**config.mk**
```make
export PLATFORM = sky130hd
export DESIGN_NAME = uart_la_cmd_decoder
export DESIGN_NICKNAME = d
export VERILOG_FILES = /design/src/rtl/uart_la_pkg.sv /design/src/rtl/uart_la_cmd_len.sv /design/src/rtl/uart_la_cmd_decoder.sv
export SDC_FILE = /design/constraint.sdc
export NUM_CORES = 1
export LEC_CHECK = 0
export BUFFER_PORTS_ARGS = -buffer_cell sky130_fd_sc_hd__buf_4
export CORE_UTILIZATION = 40
export CTS_BUF_LIST = sky130_fd_sc_hd__clkbuf_2 sky130_fd_sc_hd__clkbuf_4 sky130_fd_sc_hd__clkbuf_8
export DETAILED_ROUTE_END_ITERATION = 16
export PLACE_DENSITY = 0.64
export SYNTH_ARGS = -nofsm -noshare
export SYNTH_HDL_FRONTEND = slang
export SYNTH_SLANG_ARGS = --single-unit
```
**constraint.sdc**
```tcl
create_clock -name clk -period 2.5 [get_ports clk]
set_clock_uncertainty 0.05 [all_clocks]
set_input_delay 0.5 -clock clk [delete_from_list [all_inputs] [get_ports clk]]
set_output_delay 0.5 -clock clk [all_outputs]
set_load 0.02 [all_outputs]
```
**src/rtl/uart_la_pkg.sv**
```systemverilog
// Shared definitions for the logic-analyzer host command path: opcodes,
// error codes and the frame-parser state encoding.
package uart_la_pkg;

  localparam logic [7:0] CMD_START    = 8'h01;
  localparam logic [7:0] CMD_STOP     = 8'h02;
  localparam logic [7:0] CMD_SET_DIV  = 8'h03;
  localparam logic [7:0] CMD_SET_TRIG = 8'h04;
  localparam logic [7:0] CMD_DUMP     = 8'h05;

  localparam logic [1:0] ERR_OPCODE  = 2'd0;
  localparam logic [1:0] ERR_CSUM    = 2'd1;
  localparam logic [1:0] ERR_TIMEOUT = 2'd2;
  localparam logic [1:0] ERR_ARG     = 2'd3;

  typedef enum logic [1:0] {
    StIdle,
    StCmd,
    StPay,
    StCsum
  } state_e;

endpackage

```
**src/rtl/uart_la_cmd_len.sv**
```systemverilog
// Opcode lookup: reports whether an opcode is known and how many payload
// bytes follow it in a frame.
module uart_la_cmd_len
  import uart_la_pkg::*;
(
  input  logic [7:0] opcode,
  output logic       valid,
  output logic [1:0] len
);

  always_comb begin
    valid = 1'b1;
    len   = 2'd0;
    case (opcode)
      CMD_START, CMD_SET_TRIG, CMD_DUMP: len = 2'd1;
      CMD_STOP:                          len = 2'd0;
      CMD_SET_DIV:                       len = 2'd2;
      default:                           valid = 1'b0;
    endcase
  end

endmodule

```
**src/rtl/uart_la_cmd_decoder.sv**
```systemverilog
// Host command receiver: parses HEADER/CMD/payload/CSUM frames from the UART
// and commits capture configuration only on fully valid frames.
module uart_la_cmd_decoder
  import uart_la_pkg::*;
#(
  parameter logic [7:0]  HEADER         = 8'h55,
  parameter int unsigned TIMEOUT_CYCLES = 500000,
  parameter logic [15:0] DIV_RESET      = 16'd1
) (
  input  logic        clk,
  input  logic        reset_p,
  input  logic [7:0]  rx_data,
  input  logic        rx_done,
  output logic [3:0]  ch_en,
  output logic [15:0] sample_div,
  output logic [1:0]  trig_ch,
  output logic        trig_rise,
  output logic        trig_en,
  output logic        capture_start,
  output logic        capture_stop,
  output logic [3:0]  dump_en,
  output logic        cmd_ok,
  output logic        cmd_err,
  output logic [1:0]  err_code
);

  localparam int unsigned   TW       = $clog2(TIMEOUT_CYCLES);
  localparam logic [TW-1:0] TO_LIMIT = TW'(TIMEOUT_CYCLES - 1);

  state_e        state;
  logic [7:0]    opcode;
  logic [7:0]    csum;
  logic [15:0]   payload;
  logic [1:0]    pay_cnt;
  logic [1:0]    pay_len;
  logic [TW-1:0] to_cnt;

  logic       len_valid;
  logic [1:0] len;
  logic       arg_bad;
  logic       timeout;

  uart_la_cmd_len u_cmd_len (
    .opcode (rx_data),
    .valid  (len_valid),
    .len    (len)
  );

  always_comb begin
    arg_bad = 1'b0;
    case (opcode)
      CMD_START:   arg_bad = (payload[3:0] == 4'd0);
      CMD_SET_DIV: arg_bad = (payload == 16'd0);
      CMD_DUMP:    arg_bad = (payload[7:2] != 6'd0);
      default:     arg_bad = 1'b0;
    endcase
  end

  // A byte on the limit cycle beats the timeout.
  assign timeout = (state != StIdle) && !rx_done && (to_cnt == TO_LIMIT);

  always_ff @(posedge clk) begin
    if (reset_p) begin
      state         <= StIdle;
      opcode        <= 8'd0;
      csum          <= 8'd0;
      payload       <= 16'd0;
      pay_cnt       <= 2'd0;
      pay_len       <= 2'd0;
      to_cnt        <= '0;
      ch_en         <= 4'd0;
      sample_div    <= DIV_RESET;
      trig_ch       <= 2'd0;
      trig_rise     <= 1'b0;
      trig_en       <= 1'b0;
      capture_start <= 1'b0;
      capture_stop  <= 1'b0;
      dump_en       <= 4'd0;
      cmd_ok        <= 1'b0;
      cmd_err       <= 1'b0;
      err_code      <= ERR_OPCODE;
    end else begin
      capture_start <= 1'b0;
      capture_stop  <= 1'b0;
      dump_en       <= 4'd0;
      cmd_ok        <= 1'b0;
      cmd_err       <= 1'b0;

      if (state == StIdle || rx_done) begin
        to_cnt <= '0;
      end else begin
        to_cnt <= to_cnt + 1'b1;
      end

      if (timeout) begin
        cmd_err  <= 1'b1;
        err_code <= ERR_TIMEOUT;
        state    <= StIdle;
      end else if (rx_done) begin
        unique case (state)
          StIdle: begin
            if (rx_data == HEADER) state <= StCmd;
          end
          StCmd: begin
            if (len_valid) begin
              opcode  <= rx_data;
              csum    <= rx_data;
              pay_cnt <= 2'd0;
              pay_len <= len;
              state   <= (len == 2'd0) ? StCsum : StPay;
            end else begin
              cmd_err  <= 1'b1;
              err_code <= ERR_OPCODE;
              state    <= StIdle;
            end
          end
          StPay: begin
            payload <= {payload[7:0], rx_data};
            csum    <= csum ^ rx_data;
            pay_cnt <= pay_cnt + 2'd1;
            if (pay_cnt == pay_len - 2'd1) state <= StCsum;
          end
          StCsum: begin
            state <= StIdle;
            if (rx_data != csum) begin
              cmd_err  <= 1'b1;
              err_code <= ERR_CSUM;
            end else if (arg_bad) begin
              cmd_err  <= 1'b1;
              err_code <= ERR_ARG;
            end else begin
              cmd_ok <= 1'b1;
              case (opcode)
                CMD_START: begin
                  ch_en         <= payload[3:0];
                  capture_start <= 1'b1;
                end
                CMD_STOP:    capture_stop <= 1'b1;
                CMD_SET_DIV: sample_div   <= payload;
                CMD_SET_TRIG: begin
                  trig_ch   <= payload[1:0];
                  trig_rise <= payload[2];
                  trig_en   <= payload[3];
                end
                CMD_DUMP: dump_en <= 4'b0001 << payload[1:0];
                default:  cmd_ok  <= 1'b1;
              endcase
            end
          end
        endcase
      end
    end
  end

endmodule

```
==> impl_metrics.tcl <==
set metrics [dict create \
    muxShareOfSynthArea 0.0595 \
    async_flop_share 0 \
    ys_seq_area_frac 0.471 \
    yosysUniqueCellTypes 49 \
    grt_pass1_vias 3022 \
    ys_seq_elements 91 \
    initial_core_util 0.415 \
    clk_path_buf_depth 2 \
    drv_slew 0 \
    power_leakage_uw 0.00176 \
    synth_top_area_cell "dfxtp_1" \
    crit_family "simple AND/OR/NAND/NOR gates" \
    path_cells "or4_4, or4_1, or4_1, buf_12, mux2i_1, nor2_1" \
    slowest_delay_ns 0.56 \
    rsz0062_at_grt "no" \
    drcViolationCount 0 \
    synth_edf_count 0 \
    cp-end-kind "flop" \
    nets 511 \
    wirelength_um 8750 \
    cp_max_fo 17 \
    post_cts_buffers 0 \
    clock-sinks 91 \
    synth_top_family_by_area "simple AND/OR/NAND/NOR gates" \
    status "finished, final reports clean" \
    synthAdderAreaFrac 0.00323 \
    synth_top_area_share 0.471 \
    tightestPinTransition_ns 0.667 \
    tritoncts "yes" \
    synthCells 451 \
    synth_compound_gate_area_share 0.132 \
    synthFlopType "dfxtp_1" \
    hold_viol_final 0 \
    fmax_ghz 0.421 \
    drv_cap 0 \
    hold_class "in -> reg" \
    antenna_found_initial 0 \
    clock_latency_ns 0.37 \
    synthTopCellsByArea "dfxtp_1 47%, nand2_1 6.0%, mux2i_1 5.9%" \
    relSlewSlack 0.553 \
    hpwl_um 6250 \
    tns_ns 0 \
    routedWlPerCell_um 13.8 \
    finalSetupViolations 0 \
    placed_area_um2 4390 \
    post_cts_resized 0 \
    diodes 0 \
    ir_worst_vdd_v 0.000283 \
    ant_nets 0 \
    die-area_um2 10100 \
    fin_area_um2 4590 \
    dp_cells 617 \
    critPathLaunchType "flop" \
    syn2layout_area_growth_pct 18.6 \
    finalCritPeriodShare 0.951 \
    core_um2 9330 \
    critical_path_required_ns 2.70 \
    p_per_area_nw_per_um2 550 \
    htreeDepth 3 \
    crit_type "reg -> reg" \
    root_buffer "clkbuf_8" \
    synth_warnings 0 \
    viasPerCell 5.18 \
    num_rows 35 \
    critPathArrivalTime_ns 2.58 \
    grt-ovfl-total 0 \
    dr.pass1.iters 4 \
    ios 45 \
    gp_congestion 0.855 \
    synth_xor_area_frac 0.0475 \
    die_y_um 100 \
    synth_simple_gate_area_frac 0.249 \
    avgSynthCellArea_um2 8.58 \
    hold_buffers 0 \
    vias 3278 \
    min_period_ns 2.38 \
    grt_use_total 0.184 \
    syn-num-nets 463 \
    drive_gt1_frac 0.171 \
    finalNonFillerCells 633 \
    clk_pin_slew_ns 0.11 \
    die_w_um 100 \
    grt_pass1_wl_um 14800 \
    cpMostUsedCell "or4_1" \
    grt_max_degree 39 \
    fillCellCount 937 \
    cp.buffers_inverters 1 \
    p_total_uw 2520 \
    io_buffers 44 \
    synthesis.area_um2 3870 \
    utilization 0.492 \
    numCtsBuffers 9 \
    dr.first_iter.drc_count 132 \
    slowest_stage "or4_4" \
]
-- area by class of cell --
class	instances	area [um^2]	area share
multi-input cells	327	1900	0.414
flip-flops and latches	91	1820	0.397
repair buffers	62	478	0.104
well taps	129	161	0.0352
clock buffers	9	124	0.0270
clock inverters	7	73.8	0.0161
inverters	8	30.0	0.00654
-- stage by stage --
step,hold WS (ns),setup WS [ns]
final,0.361,0.123
after global routing,0.367,0.0138
after CTS,0.351,0.112
after detailed placement,0.396,0.0984
after global placement,0.393,0.134
after floorplan,0.376,0.0431
-- flip-flops by register name, summed over array words and instances, names as in the netlist, named ones only --
register / flops
opcode: 8
err_code: 2
ch_en: 4
trig_rise: 1
csum: 8
trig_ch: 2
payload: 16
cmd_err: 1
trig_en: 1
capture_start: 1
pay_len: 2
state: 1
to_cnt: 19
dump_en: 4
cmd_ok: 1
sample_div: 16
capture_stop: 1
pay_cnt: 2
-- worst reg2reg max path: stages (launching register included) --
cell,delay (ns)
dfxtp_1,0.31
or4_4,0.56
or4_1,0.51
or4_1,0.46
buf_12,0.19
mux2i_1,0.16
nor2_1,0.05
-- synth_stat cells, drive strengths merged, types with 6 or more instances --
library cell   n
or4            9
xor2           7
a21oi         37
nand2         62
inv            8
or3            8
nand2b         6
dfxtp         91
nand3         13
and2           7
mux2i         23
o21ai         14
nor2          58
o211ai         9
nor3          12
xnor2         14
clkbuf        21
-- cells in the final DEF, fill, tap and decap left out, types with 6 or more instances in the layout --
cell      instances
or3_1             7
a21oi_1          37
inv_1             8
nor3_1           12
or4_1             8
nand2_1          62
buf_4            61
nand3_1          13
o211ai_1          9
xnor2_1          14
nor2_1           58
clkbuf_8          9
mux2i_1          23
and2_1            6
xor2_1            7
nand2b_1          6
dfxtp_1          91
o21ai_0          13
-- final timing paths --
| kind | start | cells past startpoint | to | slack (ns) |
|---|---|---|---|---|
| max | opcode[4] | 6 | sample_div[15] | 0.12 |
| min reg2reg | to_cnt[0] | 1 | to_cnt[0] | 0.41 |
| min | rx_data[7] | 3 | payload[7] | 0.36 |
| max reg2reg | opcode[4] | 6 | sample_div[15] | 0.12 |
-- power by group --
part,internal [uW],switching [uW]
combinational,23.1,43.0
sequential,1450,0.114
clock,468,542
total,1940,585
-- routing by layer --
layer	global-route usage	up-vias	wire, um
met3	0.0341	11	408
li1	-	1665	-
met4	0.0725	0	104
met2	0.281	82	3960
met1	0.256	1520	4270
met5	0	-	0
-- cell families (layout without fill, tap and decap cells) --
| group | Yosys count | after routing |
|---|---|---|
| AND/OR/NAND/NOR | 200 | 200 |
| flip-flops | 91 | 91 |
| AO/OA/AOI/OAI | 82 | 82 |
| buffers and inverters | 33 | 86 |
| multiplexers | 23 | 23 |
| XOR/XNOR | 21 | 21 |
| adder cells (fa/ha/maj) | 1 | 1 |
No activity file was read; power rests on OpenSTA's default activity.
